## src/rtl/snake_pkg.sv

```systemverilog
// Direction codes and helpers shared by the snake direction controller and the motion block.
package snake_pkg;

    localparam int unsigned NUM_BTN = 4;

    typedef enum logic [1:0] {
        DIR_YINC = 2'd0,
        DIR_YDEC = 2'd1,
        DIR_XDEC = 2'd2,
        DIR_XINC = 2'd3
    } dir_t;

    // Opposite directions differ only in the LSB: 0<->1, 2<->3.
    function automatic dir_t dir_opposite(input dir_t d);
        return dir_t'(d ^ 2'b01);
    endfunction

endpackage

```

## src/rtl/snake_btn_debounce.sv

```systemverilog
// One push-button lane: 2-flop synchroniser, saturating debounce counter,
// debounced level and a registered one-cycle rising-edge pulse.
module snake_btn_debounce #(
    parameter int unsigned DB_CYCLES = 50000,
    parameter int unsigned DB_CNT_W  = 16
) (
    input  logic clk,
    input  logic rst,
    input  logic btn_async,
    output logic rise
);

    localparam logic [DB_CNT_W-1:0] CNT_LAST = DB_CNT_W'(DB_CYCLES - 1);
    localparam logic [DB_CNT_W-1:0] CNT_ONE  = DB_CNT_W'(1);

    logic                sync1_q, sync1_d;
    logic                sync2_q, sync2_d;
    logic                level_q, level_d;
    logic                prev_q,  prev_d;
    logic                rise_q,  rise_d;
    logic [DB_CNT_W-1:0] cnt_q,   cnt_d;

    always_comb begin
        sync1_d = btn_async;
        sync2_d = sync1_q;
        level_d = level_q;
        cnt_d   = cnt_q;
        if (sync2_q != level_q) begin
            if (cnt_q >= CNT_LAST) begin
                level_d = sync2_q;
                cnt_d   = '0;
            end else if (cnt_q != '1) begin
                cnt_d = cnt_q + CNT_ONE;
            end
        end else begin
            cnt_d = '0;
        end
        // Edge is taken between the level and its delayed copy so the pulse is registered.
        prev_d = level_q;
        rise_d = level_q & ~prev_q;
    end

    always_ff @(posedge clk) begin
        if (rst) begin
            sync1_q <= 1'b0;
            sync2_q <= 1'b0;
            level_q <= 1'b0;
            prev_q  <= 1'b0;
            rise_q  <= 1'b0;
            cnt_q   <= '0;
        end else begin
            sync1_q <= sync1_d;
            sync2_q <= sync2_d;
            level_q <= level_d;
            prev_q  <= prev_d;
            rise_q  <= rise_d;
            cnt_q   <= cnt_d;
        end
    end

    assign rise = rise_q;

endmodule

```

## src/rtl/snake_dir_ctrl.sv

```systemverilog
// Turns four raw buttons into the committed snake direction: debounce, press priority,
// U-turn rejection and a pending request that commits on the step pulse.
module snake_dir_ctrl
    import snake_pkg::*;
#(
    parameter int unsigned DB_CYCLES = 50000,
    parameter int unsigned DB_CNT_W  = 16,
    parameter logic [1:0]  INIT_DIR  = 2'd0
) (
    input  logic       clk,
    input  logic       rst,
    input  logic [3:0] btn,
    input  logic       step,
    output logic [1:0] control,
    output logic       pend_vld,
    output logic       reject
);

    logic [NUM_BTN-1:0] rise;

    for (genvar i = 0; i < NUM_BTN; i++) begin : g_btn
        snake_btn_debounce #(
            .DB_CYCLES (DB_CYCLES),
            .DB_CNT_W  (DB_CNT_W)
        ) u_db (
            .clk       (clk),
            .rst       (rst),
            .btn_async (btn[i]),
            .rise      (rise[i])
        );
    end

    dir_t control_q, control_d;
    dir_t pend_q,    pend_d;
    logic pend_vld_q, pend_vld_d;
    logic reject_q,   reject_d;

    logic press;
    dir_t press_dir;
    dir_t ref_dir;
    logic commit;

    // Button index equals its direction code; scanning downward lets the lowest index win.
    always_comb begin
        press     = |rise;
        press_dir = DIR_YINC;
        for (int unsigned i = NUM_BTN; i > 0; i--) begin
            if (rise[i-1]) begin
                press_dir = dir_t'(2'(i - 1));
            end
        end
    end

    always_comb begin
        commit     = step && pend_vld_q;
        ref_dir    = commit ? pend_q : control_q;
        control_d  = control_q;
        pend_d     = pend_q;
        pend_vld_d = pend_vld_q;
        reject_d   = 1'b0;
        if (commit) begin
            control_d  = pend_q;
            pend_vld_d = 1'b0;
        end
        // A press in the step cycle is judged against the freshly committed direction.
        if (press) begin
            if (press_dir == dir_opposite(ref_dir)) begin
                reject_d = 1'b1;
            end else if (press_dir != ref_dir) begin
                pend_d     = press_dir;
                pend_vld_d = 1'b1;
            end
        end
    end

    always_ff @(posedge clk) begin
        if (rst) begin
            control_q  <= dir_t'(INIT_DIR);
            pend_q     <= DIR_YINC;
            pend_vld_q <= 1'b0;
            reject_q   <= 1'b0;
        end else begin
            control_q  <= control_d;
            pend_q     <= pend_d;
            pend_vld_q <= pend_vld_d;
            reject_q   <= reject_d;
        end
    end

    assign control  = control_q;
    assign pend_vld = pend_vld_q;
    assign reject   = reject_q;

endmodule

```

## config.mk

```make
export PLATFORM = sky130hd
export DESIGN_NAME = snake_dir_ctrl
export DESIGN_NICKNAME = d
export VERILOG_FILES = /design/src/rtl/snake_pkg.sv /design/src/rtl/snake_btn_debounce.sv /design/src/rtl/snake_dir_ctrl.sv
export SDC_FILE = /design/constraint.sdc
export NUM_CORES = 1
export LEC_CHECK = 0
export BUFFER_PORTS_ARGS = -buffer_cell sky130_fd_sc_hd__buf_2
export CORE_MARGIN = 5
export CORE_UTILIZATION = 40
export CTS_CLUSTER_DIAMETER = 150
export DETAILED_ROUTE_END_ITERATION = 7
export PLACE_DENSITY = 0.53
export SYNTH_ARGS = -nofsm -noshare
export SYNTH_HDL_FRONTEND = slang
export SYNTH_SLANG_ARGS = --single-unit
```

## constraint.sdc

```tcl
create_clock -name clk -period 4.2 [get_ports clk]
set_input_delay 0.84 -clock clk [delete_from_list [all_inputs] [get_ports clk]]
set_output_delay 0.84 -clock clk [all_outputs]
set_load 0.005 [all_outputs]
```

## Word level (Yosys, flattened, before mapping)

Cells that the tools add are included.

- Bits in registers: 90
- Output and inout port bits: 4
- Word-level logic and storage cells: 83

- $add $sub $neg: 4
- $lt $le $gt $ge: 4
- Eq/ne operators: 10
- Mux-type cells: 10
- Bitwise logic cells: 15
- Reductions and logical operators: 12

Operator list:

| cell | count |
|---|---|
| $add 16x1->16 const B | 4 |
| $ge 16x16->1 const B | 4 |
| $ne 16x16->1 const B | 4 |
| $reduce_or 3->1 | 4 |
| $not 1->1 | 11 |
| $mux 2 | 5 |
| $reduce_and 2->1 | 4 |
| $mux 1 | 5 |
| $and 1x1->1 | 4 |
| $ne 1x1->1 | 4 |
| $reduce_or 4->1 | 1 |
| $reduce_and 3->1 | 1 |
| $eq 2x2->1 | 1 |
| $ne 2x2->1 | 1 |
| $reduce_or 2->1 | 1 |
| $logic_and 1x1->1 | 1 |

## Depth between registers and ports, before layout

- Depth after elaboration: 8
- Mapped depth: 8
- Mapped depth without buffers: 6

## Cells and area by module

Synthesis repeated with hierarchy kept, for this count alone.

- Cell total of the unflattened synthesis: 502
- Area, all modules: 4,580.6 sq um

By module, submodules not included:

| module | instances | cells an instance | area an instance (sq um) |
|---|---|---|---|
| snake_btn_debounce | 4 | 118 | 1,074.8 |
| snake_dir_ctrl | 1 | 30 | 281.5 |

## Worst setup path before layout

OpenSTA, ideal clock, no wires.

- Path kind: flip-flop to flip-flop
- From: register g_btn[2].u_db.cnt_q[0]
- To: register g_btn[2].u_db.cnt_q[12]
- Setup time: 0.064 ns
- Data arrival time: 1.736 ns
- Data required time: 4.136 ns
- Path slack: 2.400 ns
- Cell stages (with the launch flop): 9
- Clock period less this slack: 1.800 ns
- Cell sequence: dfxtp_1 ha_1 and3_4 o41ai_2 a21oi_1 or3_1 buf_2 buf_6 nor2_1

- Longest elaborated chain between the ends: 2
- Elaborated cells between the ends (all ways): 4

Ends and longest elaborated chain:

| what | RTL line | text |
|---|---|---|
| from (decl) | snake_btn_debounce.sv:21 | `logic [DB_CNT_W-1:0] cnt_q, cnt_d;` |
| from (signal assigned) | snake_btn_debounce.sv:57 | `cnt_q <= cnt_d;` |
| $ge 16x16->1 | snake_btn_debounce.sv:29 | `if (cnt_q >= CNT_LAST) begin` |
| $reduce_or 3->1 (no source line) | n/a |  |

Parallel ways exist; a longest one is shown, timed or not.
A chain may end at the register's enable or synchronous reset.

## Worst setup path in the final report

- From: register g_btn[2].u_db.cnt_q[0]
- To: register g_btn[2].u_db.cnt_q[10]

The elaborated chain is that of the path after synthesis.

==> reports/summary.md <==
The run finished with clean final reports. The floorplan step set the die height to 110.2 µm. Once detailed placement completed, the half-perimeter wirelength came to 5064 µm.

The number of pins with negative max-slew slack in the final report came out at 0. The number of antenna violations at the first check in global routing was 0; the smallest hold slack was 0.3841 ns. At the placement stage, the worst setup path has a slack of 2.032 ns. Setup repair after global routing left no endpoint under its margin. The largest single stage delay on the critical path is 0.62 ns. At the worst endpoint, the arrival time is 2.42 ns.

The tools report the max-cap violation count as 0. The horizontal extent of the die is 110.2 µm. The tools report the via count of the first global-routing pass as 2970. The synthesized design spends more area on one cell type than any other, namely dfxtp_1.

The count of TritonRoute iterations in the first routing pass came out at 4. After detailed routing, the average wire length per cell comes to 12.26 µm. TritonCTS built the clock tree. The highest-delay cell along the critical path was or3_1.

The min-delay analysis places its worst path in the category reg2reg. The logs give 12150 µm² for the total die area and 0 for the number of setup buffers added after CTS. After synthesis, the mean cell area works out to 8.715 µm².

For the pin with the worst max-slew slack, the measured transition is 0.6581 ns. The summed instance area of the synthesized netlist is 4018 µm². The critical path in this run is classified as reg2reg. The first routing iteration left 147 violations. In the synthesized netlist the dominant register cell turns out to be dfxtp_1.

After clock tree synthesis, the flow added hold-fix buffers numbering 0. The total cell area at the placement stage is 4169 µm². The total setup violations reported at the end of the flow came out at 0. The portion of the clock cycle consumed by the worst path in the final layout came out at 51.09%. The run gives 13210 µm as the global-route wire length before repair. For the global router's overall resource usage, the log shows 13.47%. Using the TritonRoute via totals, the vias-per-cell ratio works out to 5.177. Along the worst path, the maximum fanout reaches 16. The count of final hold-check violations is 0. The distinct cell type count after synthesis was 43; the clock slew seen by the registers of the worst setup and hold paths was 0.09 ns. Synthesis produced a netlist whose cell count is 461. Clock tree synthesis inserted a total of 9 buffers. For this design the static power due to leakage is 1.553 nW. The worst setup path is captured at a flip-flop.

Compared with the post-synthesis result, the final layout area differs by 8.658%. After global routing the overflow that remains totals 0. The tree is rooted in a clkbuf_8.

The post-route antenna net violation count is 0. The insertion delay to the later sink of the worst-skew pair is 0.36 ns. STA classifies the critical path startpoint as a flip-flop. After synthesis, the share of flip-flops with an asynchronous set or reset is 0%. The number of nets in the synthesized netlist is 472. The repair_antennas step left the layout with diodes totalling 0. The floorplan has 36 rows. The pin count of the biggest net entering global routing was 19; the largest clock skew in the final design was 0.01127 ns. The maximum clock rate was 466.1 MHz; the overall via count from detail_route was 3153. The commonest cells after synthesis are 90 x dfxtp_1, 73 x nor2_1, 38 x nand2_1. The worst vdd rail ir drop was 0.0001316 V.

The tools report the placeable core area as 9774 µm². The signal on the critical path passes through ha_1 > and3_4 > o41ai_2 > a21oi_1 > or3_1 > a311oi_1. Summing the sequential cell areas from Yosys gives 44.85% of the chip area. The area occupied by multi-input gates was 2113 µm²; the final critical path time including I/O delays and setup was 2.146 ns. dfxtp_1 is the most common cell in the netlist. The number of buffer cells added on primary ports works out to 10.

The DRC violation count after routing was 0; the count of filler cells inserted in the layout was 988. The flip-flop and latch count after synthesis came out at 90. The total of warnings raised by yosys came out at 0. For this design the ratio of total power to cell area is 336.3 nW/µm².

Across the whole layout, storage elements account for 1802 µm². The synthesized design contains 0 enable-type register cells. After routing the design area is 4365 µm². Of the post-synthesis cell area, the dominant cell type holds 44.85%. The tree built by TritonCTS fans out to 90 sinks. The final net count was 482; the starting density of the core was 41.10%.

The setup slack after layout is 2.054 ns, and the fraction of layout instances using a drive strength above 1 is 6.933%. The routed design has 7466 µm of wire. Setup TNS: 0 ns. The logs give 56.13% for the worst slew slack as a fraction of its limit and 11 for the count of boundary I/O pins.

At the end of routability-driven placement, the weighted congestion stood at 0.8055. Ranked by total cell area, the synthesized netlist is headed by dfxtp_1 45%, nor2_1 6.8%, xnor2_1 4.8%. The total number of H-tree levels is 3, and the data required time at the worst endpoint is 4.47 ns. Quantity of gates resized following cts: 0.

The worst-case clock buffer depth came out at 2.
-- critical path: cells and delay by family, from the launching register on --
kind,cells,cell delay [ns]
AO/OA/AOI/OAI,3,0.63
adder cells (fa/ha/maj),1,0.24
flip-flops,1,0.36
AND/OR/NAND/NOR,2,0.82
-- worst paths after layout --
kind	slack, ns	cells after the start	end	from
max	2.05	6	g_btn[2].u_db.cnt_q[10]	g_btn[2].u_db.cnt_q[0]
min	0.38	1	g_btn[0].u_db.rise	g_btn[0].u_db.prev_q
max reg2reg	2.05	6	g_btn[2].u_db.cnt_q[10]	g_btn[2].u_db.cnt_q[0]
min reg2reg	0.38	1	g_btn[0].u_db.rise	g_btn[0].u_db.prev_q
-- stage by stage --
stage / power (mW) / utilization (%) / instances
floorplan: 0.8943 / - / 461
global placement: 0.8999 / 42.65 / 593
detailed placement: 0.9003 / 42.65 / 593
CTS: 1.496 / 44.66 / 609
global route: 1.545 / 44.66 / 609
finish: 1.468 / 44.66 / 609
-- layer usage --
| layer | vias to the layer above | share of wire, % | track usage, % |
|---|---|---|---|
| met5 | - | 0 | 0 |
| met4 | 0 | 1.9 | 5.717 |
| met3 | 13 | 3.9 | 3.378 |
| met2 | 48 | 43 | 20.84 |
| met1 | 1435 | 51 | 17.87 |
| li1 | 1657 | - | - |
-- layout by cell type (no fill, tap or decap), drive strengths merged, types with 11 or more instances in the layout --
cell    synthesis  final
a21oi          19     19
and3           20     20
and4           14     14
clkbuf          4     12
dfxtp          90     90
mux2i          12     12
nand2          39     39
nand3          29     29
nand4          15     15
nor2           73     73
nor2b          11     11
nor3           25     25
xnor2          22     22
xor2           14     14
-- kinds of logic after synthesis --
group	Yosys count	share of synthesized area [%]
XOR/XNOR	36	7.848
buffers and inverters	21	2.554
adder cells (fa/ha/maj)	4	1.246
multiplexers	14	3.550
AO/OA/AOI/OAI	49	8.222
flip-flops	90	44.85
AND/OR/NAND/NOR	247	31.74
-- flip-flops by register name, summed over array words and instances (netlist names), 2 cells and up --
register and count:
g_btn.u_db.cnt_q 64, g_btn.u_db.level_q 4, g_btn.u_db.prev_q 4, g_btn.u_db.rise 4
g_btn.u_db.sync1_q 4, g_btn.u_db.sync2_q 4, control 2, pend_q 2
-- final cells by class --
class,count,share of cell area [%]
Clock buffer,12,3.325
Clock inverter,4,1.175
Inverter,10,0.8598
Multi-Input combinational cell,350,48.41
Sequential cell,90,41.27
Tap cell,133,3.812
Timing Repair Buffer,10,1.146
-- where the power goes --
part | switching (mW) | internal, mW | total (mW) | leakage [nW]
Sequential | 0.00245 | 0.857 | 0.860 | 0.727
Clock | 0.297 | 0.292 | 0.589 | 0.0966
Combinational | 0.0128 | 0.00726 | 0.0200 | 0.729
Note: power is estimated with default switching activity, not from simulation.
